## src/rtl/stg_pkg.sv

```systemverilog
// stg_pkg: shared hit_detect defaults (coordinate/index widths, hitbox size) and scan state encoding
package stg_pkg;
  localparam int COORD_W_D = 10;
  localparam int IDX_W_D = 6;
  localparam int HIT_R_D = 4;
  typedef enum logic [1:0] {IDLE, SCAN, DONE} state_t;
endpackage

```

## src/rtl/hitbox_cmp.sv

```systemverilog
// hitbox_cmp: combinational overlap test, hit iff |bx-ax|<=HIT_R and |by-ay|<=HIT_R; ports ax/ay, bx/by in, hit out
module hitbox_cmp #(
  parameter int COORD_W = 10,
  parameter int HIT_R = 4
) (
  input  logic [COORD_W-1:0] ax,
  input  logic [COORD_W-1:0] ay,
  input  logic [COORD_W-1:0] bx,
  input  logic [COORD_W-1:0] by,
  output logic               hit
);
  logic signed [COORD_W:0] dx, dy;
  logic [COORD_W:0] adx, ady;
  always_comb begin
    dx = $signed({1'b0, bx}) - $signed({1'b0, ax});
    dy = $signed({1'b0, by}) - $signed({1'b0, ay});
    adx = dx < 0 ? -dx : dx;
    ady = dy < 0 ? -dy : dy;
    hit = adx <= (COORD_W+1)'(HIT_R) && ady <= (COORD_W+1)'(HIT_R);
  end
endmodule

```

## src/rtl/hit_detect.sv

```systemverilog
// hit_detect: per-frame bullet scan vs player hitbox; ports clk/rst, frame_start, player_x/y, dead, bul_* stream in, is_hit/hit_kill/hit_idx/invuln/scan_done out (hit_count when HIT_STATS_EN defined)
module hit_detect
  import stg_pkg::*;
#(
  parameter int COORD_W = COORD_W_D,
  parameter int IDX_W = IDX_W_D,
  parameter int HIT_R = HIT_R_D,
  parameter int HOLD_CYCLES = 1000001,
  parameter int INVULN_FRAMES = 60
) (
  input  logic               clk,
  input  logic               rst,
  input  logic               frame_start,
  input  logic [COORD_W-1:0] player_x,
  input  logic [COORD_W-1:0] player_y,
  input  logic               dead,
  input  logic               bul_valid,
  output logic               bul_ready,
  input  logic [COORD_W-1:0] bul_x,
  input  logic [COORD_W-1:0] bul_y,
  input  logic               bul_last,
  output logic               is_hit,
  output logic               hit_kill,
  output logic [IDX_W-1:0]   hit_idx,
  output logic               invuln,
  output logic               scan_done
`ifdef HIT_STATS_EN
  ,output logic [7:0]        hit_count
`endif
);
  localparam int HW = $clog2(HOLD_CYCLES + 1);
  localparam int VW = $clog2(INVULN_FRAMES + 1);
  state_t state;
  logic [COORD_W-1:0] px, py;
  logic [IDX_W-1:0] idx, pidx;
  logic [HW-1:0] hold_cnt;
  logic [VW-1:0] inv_cnt;
  logic pending, overlap, take, hit_now;
  hitbox_cmp #(.COORD_W(COORD_W), .HIT_R(HIT_R)) u_cmp (
    .ax(px), .ay(py), .bx(bul_x), .by(bul_y), .hit(overlap)
  );
  assign bul_ready = state == SCAN;
  assign invuln = inv_cnt != '0;
  assign take = overlap && !pending && !invuln && !is_hit && !dead;
  assign hit_now = pending || take;
  // hit outputs are registered on the last transfer so they appear in the DONE cycle;
  // pending stays set into DONE where it arms the invulnerability window
  always_ff @(posedge clk) begin
    if (rst) begin
      state <= IDLE;
      px <= '0;
      py <= '0;
      idx <= '0;
      pidx <= '0;
      pending <= 1'b0;
      is_hit <= 1'b0;
      hold_cnt <= '0;
      inv_cnt <= '0;
      hit_kill <= 1'b0;
      hit_idx <= '0;
      scan_done <= 1'b0;
    end else begin
      scan_done <= 1'b0;
      hit_kill <= 1'b0;
      if (frame_start && invuln) inv_cnt <= inv_cnt - 1'b1;
      if (state == DONE && pending) inv_cnt <= VW'(INVULN_FRAMES);
      if (is_hit) begin
        hold_cnt <= hold_cnt - 1'b1;
        if (hold_cnt == HW'(1)) is_hit <= 1'b0;
      end
      if (frame_start) begin
        state <= SCAN;
        px <= player_x;
        py <= player_y;
        idx <= '0;
        pending <= 1'b0;
      end else if (state == SCAN && bul_valid) begin
        idx <= idx + 1'b1;
        if (take) begin
          pending <= 1'b1;
          pidx <= idx;
        end
        if (bul_last) begin
          state <= DONE;
          scan_done <= 1'b1;
          if (hit_now) begin
            is_hit <= 1'b1;
            hold_cnt <= HW'(HOLD_CYCLES);
            hit_kill <= 1'b1;
            hit_idx <= pending ? pidx : idx;
          end
        end
      end else if (state == DONE) begin
        state <= IDLE;
        pending <= 1'b0;
      end
    end
  end
`ifdef HIT_STATS_EN
  always_ff @(posedge clk) begin
    if (rst) hit_count <= '0;
    else if (hit_kill && hit_count != 8'hff) hit_count <= hit_count + 1'b1;
  end
`endif
endmodule
```

## config.mk

```make
export PLATFORM = sky130hd
export DESIGN_NAME = hit_detect
export DESIGN_NICKNAME = d
export VERILOG_FILES = /design/src/rtl/stg_pkg.sv /design/src/rtl/hitbox_cmp.sv /design/src/rtl/hit_detect.sv
export SDC_FILE = /design/constraint.sdc
export NUM_CORES = 1
export LEC_CHECK = 0
export ABC_AREA = 0
export BUFFER_PORTS_ARGS = -buffer_cell sky130_fd_sc_hd__buf_2
export CORE_MARGIN = 5
export CORE_UTILIZATION = 54
export CTS_CLUSTER_DIAMETER = 40
export DETAILED_ROUTE_END_ITERATION = 7
export PLACE_DENSITY = 0.88
export SYNTH_ARGS = -nofsm -noshare
export SYNTH_HDL_FRONTEND = slang
export SYNTH_SLANG_ARGS = --single-unit
```

## constraint.sdc

```tcl
create_clock -name clk -period 3.6 [get_ports clk]
set_clock_uncertainty 0.2 [all_clocks]
set_input_delay 0.36 -clock clk [delete_from_list [all_inputs] [get_ports clk]]
set_output_delay 0.36 -clock clk [all_outputs]
set_load 0.02 [all_outputs]
```

==> impl_metrics.csv <==
group,metric,value,unit
finish,area_growth,24.8,%
timing,whs,0.0252,ns
synth,async_flop_share,0,
worst_setup_path,worstPathMaxFanout,7,
die,io_pins,57,
synth,yosysSeqAreaShare,0.289,
die,dieArea,11000,sq um
timing,worst_slack,-0.0495,ns
die,fp.dieH,105,microns
worst_hold_path,hold_path.class,"in -> reg",
placement,dpl_worst_slack,-0.315,ns
timing,finalCritPeriodShare,1.01,
drt,drt_iter0_drc,232,
worst_setup_path,max_stage_delay,0.61,ns
worst_setup_path,endpoint_kind,"flop",
die,num_rows,34,
timing,slew_violations,0,
timing,fmax,0.274,GHz
synth,synth.top_cell.area_share,0.289,
power_and_ir_drop,p_comb_frac,0.365,
finish,multi_input_area,3460,sq um
drt,wire_per_inst,15.7,microns
worst_setup_path,worstPathCellList,"ha_4 > inv_2 > fa_2 > buf_4 > xnor2_4 > nand3b_1 > buf_4 > nor3_4 > a311o_1 > nand4_1 > or4_4 > o31ai_4 > buf_6 > and3_1",
worst_setup_path,start_kind,"flop",
synth,synth.most_common_cell,"dfxtp_1",
clock_tree,cts.clk_slew.worst_paths,0.09,ns
die,initial_utilization,0.554,
synth,yosysWarnings,0,
power_and_ir_drop,cellPowerDensity,380,nW/um^2
power_and_ir_drop,seqPwrFrac,0.368,
clock_tree,cts_tree,"yes",
finish,final_cell_area,6060,sq um
finish,num-fill-cells,649,
synth,synth_top_area_cell,"dfxtp_1",
worst_setup_path,crit_path_top_delay_cell,"or4_4",
die,core,8760,sq um
finish,drive_gt1_frac,0.284,
power_and_ir_drop,p_switching,855,uW
power_and_ir_drop,power.total,2300,uW
global_route,grt_first_pass_wirelength,20700,microns
drt,met2_wirelength,6390,microns
power_and_ir_drop,pwr-share-clk,0.266,
drt,drt-total-wl,12500,microns
clock_tree,cts_root_buf,"clkbuf_8",
timing,setup_violations,15,
finish,antenna_cells,0,
status,violations,"setup timing",
worst_setup_path,path_common_cell,"buf_4",
global_route,antenna_found_initial,0,
placement,post_dp_cell_area,5620,sq um
placement,hpwlAfterDp,8650,microns
synth,yosys-top-cells-count,"dfxtp_1, nand2_1, nor2_1",
finish,fin_nets,756,
synth,synthTopCellsByArea,"dfxtp_1, mux2i_1, ha_1",
clock_tree,clockBufferDepth,2,
global_route,grt_pass1_vias,4675,
synth,synthCells,588,
drt,vias,4741,
drt,ant_nets,0,
timing,relSlewSlack,0.382,
synth,synth_area,4860,sq um
drt,route.detailed.drc,0,
drt,wl_met1,5120,microns
timing,final.setup.tns,-0.470,ns
worst_setup_path,path_class,"reg -> reg",
timing,rsz0062_at_grt,"yes",
job,drv_cap,0,
synth,synth_cell_types,70,
timing,worst_pin_slew,0.926,ns
die,die_w,105,microns
power_and_ir_drop,vdd_ir_drop_max,0.221,mV
worst_setup_path,worstPathRequired,3.70,ns
worst_setup_path,crit_arrival,3.75,ns
drt,dr.pass1.iters,4,
status,status,"finished, violations left",
global_route,grt_use_total,0.222,
finish,ff_latch_area,1400,sq um
placement,io_buffers,56,
timing,timing.final.crit_period,3.65,ns
placement,gp_congestion,0.901,
power_and_ir_drop,swShare,0.372,
drt,highest_layer,"met4",
synth,synth-edff-count,0,
power_and_ir_drop,internal_power,1440,uW
synth,synth_ff_type,"dfxtp_1",
synth,synth_fp_nets,660,
synth,ys_ff_latch,70,
power_and_ir_drop,p_leak,0.00244,uW
drt,dr_wl_met3,701,microns
clock_tree,h-tree-depth,3,
global_route,grt_max_degree,53,
clock_tree,clk_latency,0.36,ns
synth,synth_area_per_cell,8.26,sq um
drt,viasPerCell,5.95,
global_route,gr-total-overflow,0,
clock_tree,cts_made_buffers,9,
timing,final_hold_viol_count,0,
clock_tree,clock-sinks,70,
## state kept, by name (all words and copies together), names as in the netlist
name       cells
is_hit         1
pending        1
pidx           6
hit_kill       1
hit_idx        6
px            10
state          2
py            10
idx            6
inv_cnt        6
hold_cnt      20
scan_done      1
## metal layers
| metal | vias to the layer above | track usage |
|---|---|---|
| li1 | 2316 | - |
| met1 | 2227 | 0.263 |
| met2 | 162 | 0.394 |
| met3 | 36 | 0.0499 |
| met4 | 0 | 0.0731 |
| met5 | - | 0 |
## kinds of logic (layout without fill, tap and decap cells)
family                     after synthesis  count (layout)  synth area share
xor gates and xnor gates                47              47            0.0863
and+or+nand+nor                        218             218             0.224
DFF                                     70              70             0.289
AOI/OAI and AO/OA                      133             133             0.213
adders and majority gates               26              26            0.0701
muxes                                   33              33            0.0680
buffers and inverters                   61             162            0.0500
## worst paths after layout
| kind | from | to | slack [ns] | cells past startpoint |
|---|---|---|---|---|
| min reg2reg | pidx[1] | pidx[1] | 0.27 | 2 |
| max | px[0] | hit_kill | -0.05 | 14 |
| min | player_y[0] | py[0] | 0.03 | 3 |
| max reg2reg | px[0] | hit_kill | -0.05 | 14 |
## cell usage in the layout (no fill, tap or decap), drive strengths merged, types with 8 or more instances in the layout
| cell | n |
|---|---|
| o21ai | 16 |
| o31ai | 9 |
| clkbuf | 9 |
| nand2 | 60 |
| a21oi | 27 |
| dfxtp | 70 |
| inv | 34 |
| nor4 | 14 |
| a211oi | 22 |
| nand3 | 17 |
| nor3 | 20 |
| and3 | 13 |
| mux2i | 33 |
| a31oi | 18 |
| xor2 | 24 |
| ha | 24 |
| buf | 115 |
| a21o | 8 |
| xnor2 | 23 |
| nor2 | 49 |
| nand4 | 13 |
## critical path, delay by kind of cell (launching register included)
| family | cells | cell delay (ns) |
|---|---|---|
| AOI/OAI and AO/OA | 2 | 0.46 |
| xor gates and xnor gates | 1 | 0.16 |
| adders and majority gates | 2 | 0.49 |
| DFF | 1 | 0.36 |
| buffers and inverters | 4 | 0.60 |
| and+or+nand+nor | 5 | 1.34 |
## what timing repair did
item	CTS	global route
setup endpoints to repair	19	35
cloned	1	0
hold buffers	0	0
gates resized for setup	13	26
buffers inserted	7	1
pin swaps	15	17
## power by group through the flow
stage	Combinational, uW	Sequential, uW	Clock, uW
finish	841	847	613
global route	919	854	659
CTS	800	847	621
detailed placement	759	865	0
global placement	726	862	0
floorplan	515	858	0
## layout make-up
cell class / count / area share
clock buffers: 9 / 0.0204
clock inverters: 7 / 0.00929
inverters: 31 / 0.0213
multi-input cells: 457 / 0.571
flip-flops and latches: 70 / 0.231
well taps: 108 / 0.0223
repair buffers: 115 / 0.124
## metrics by stage
stage / cells / util
floorplan: 588 / -
global placement: 775 / 0.641
detailed placement: 775 / 0.641
CTS: 799 / 0.679
global route: 797 / 0.692
finish: 797 / 0.692
Power figures use the tool's default switching activity.
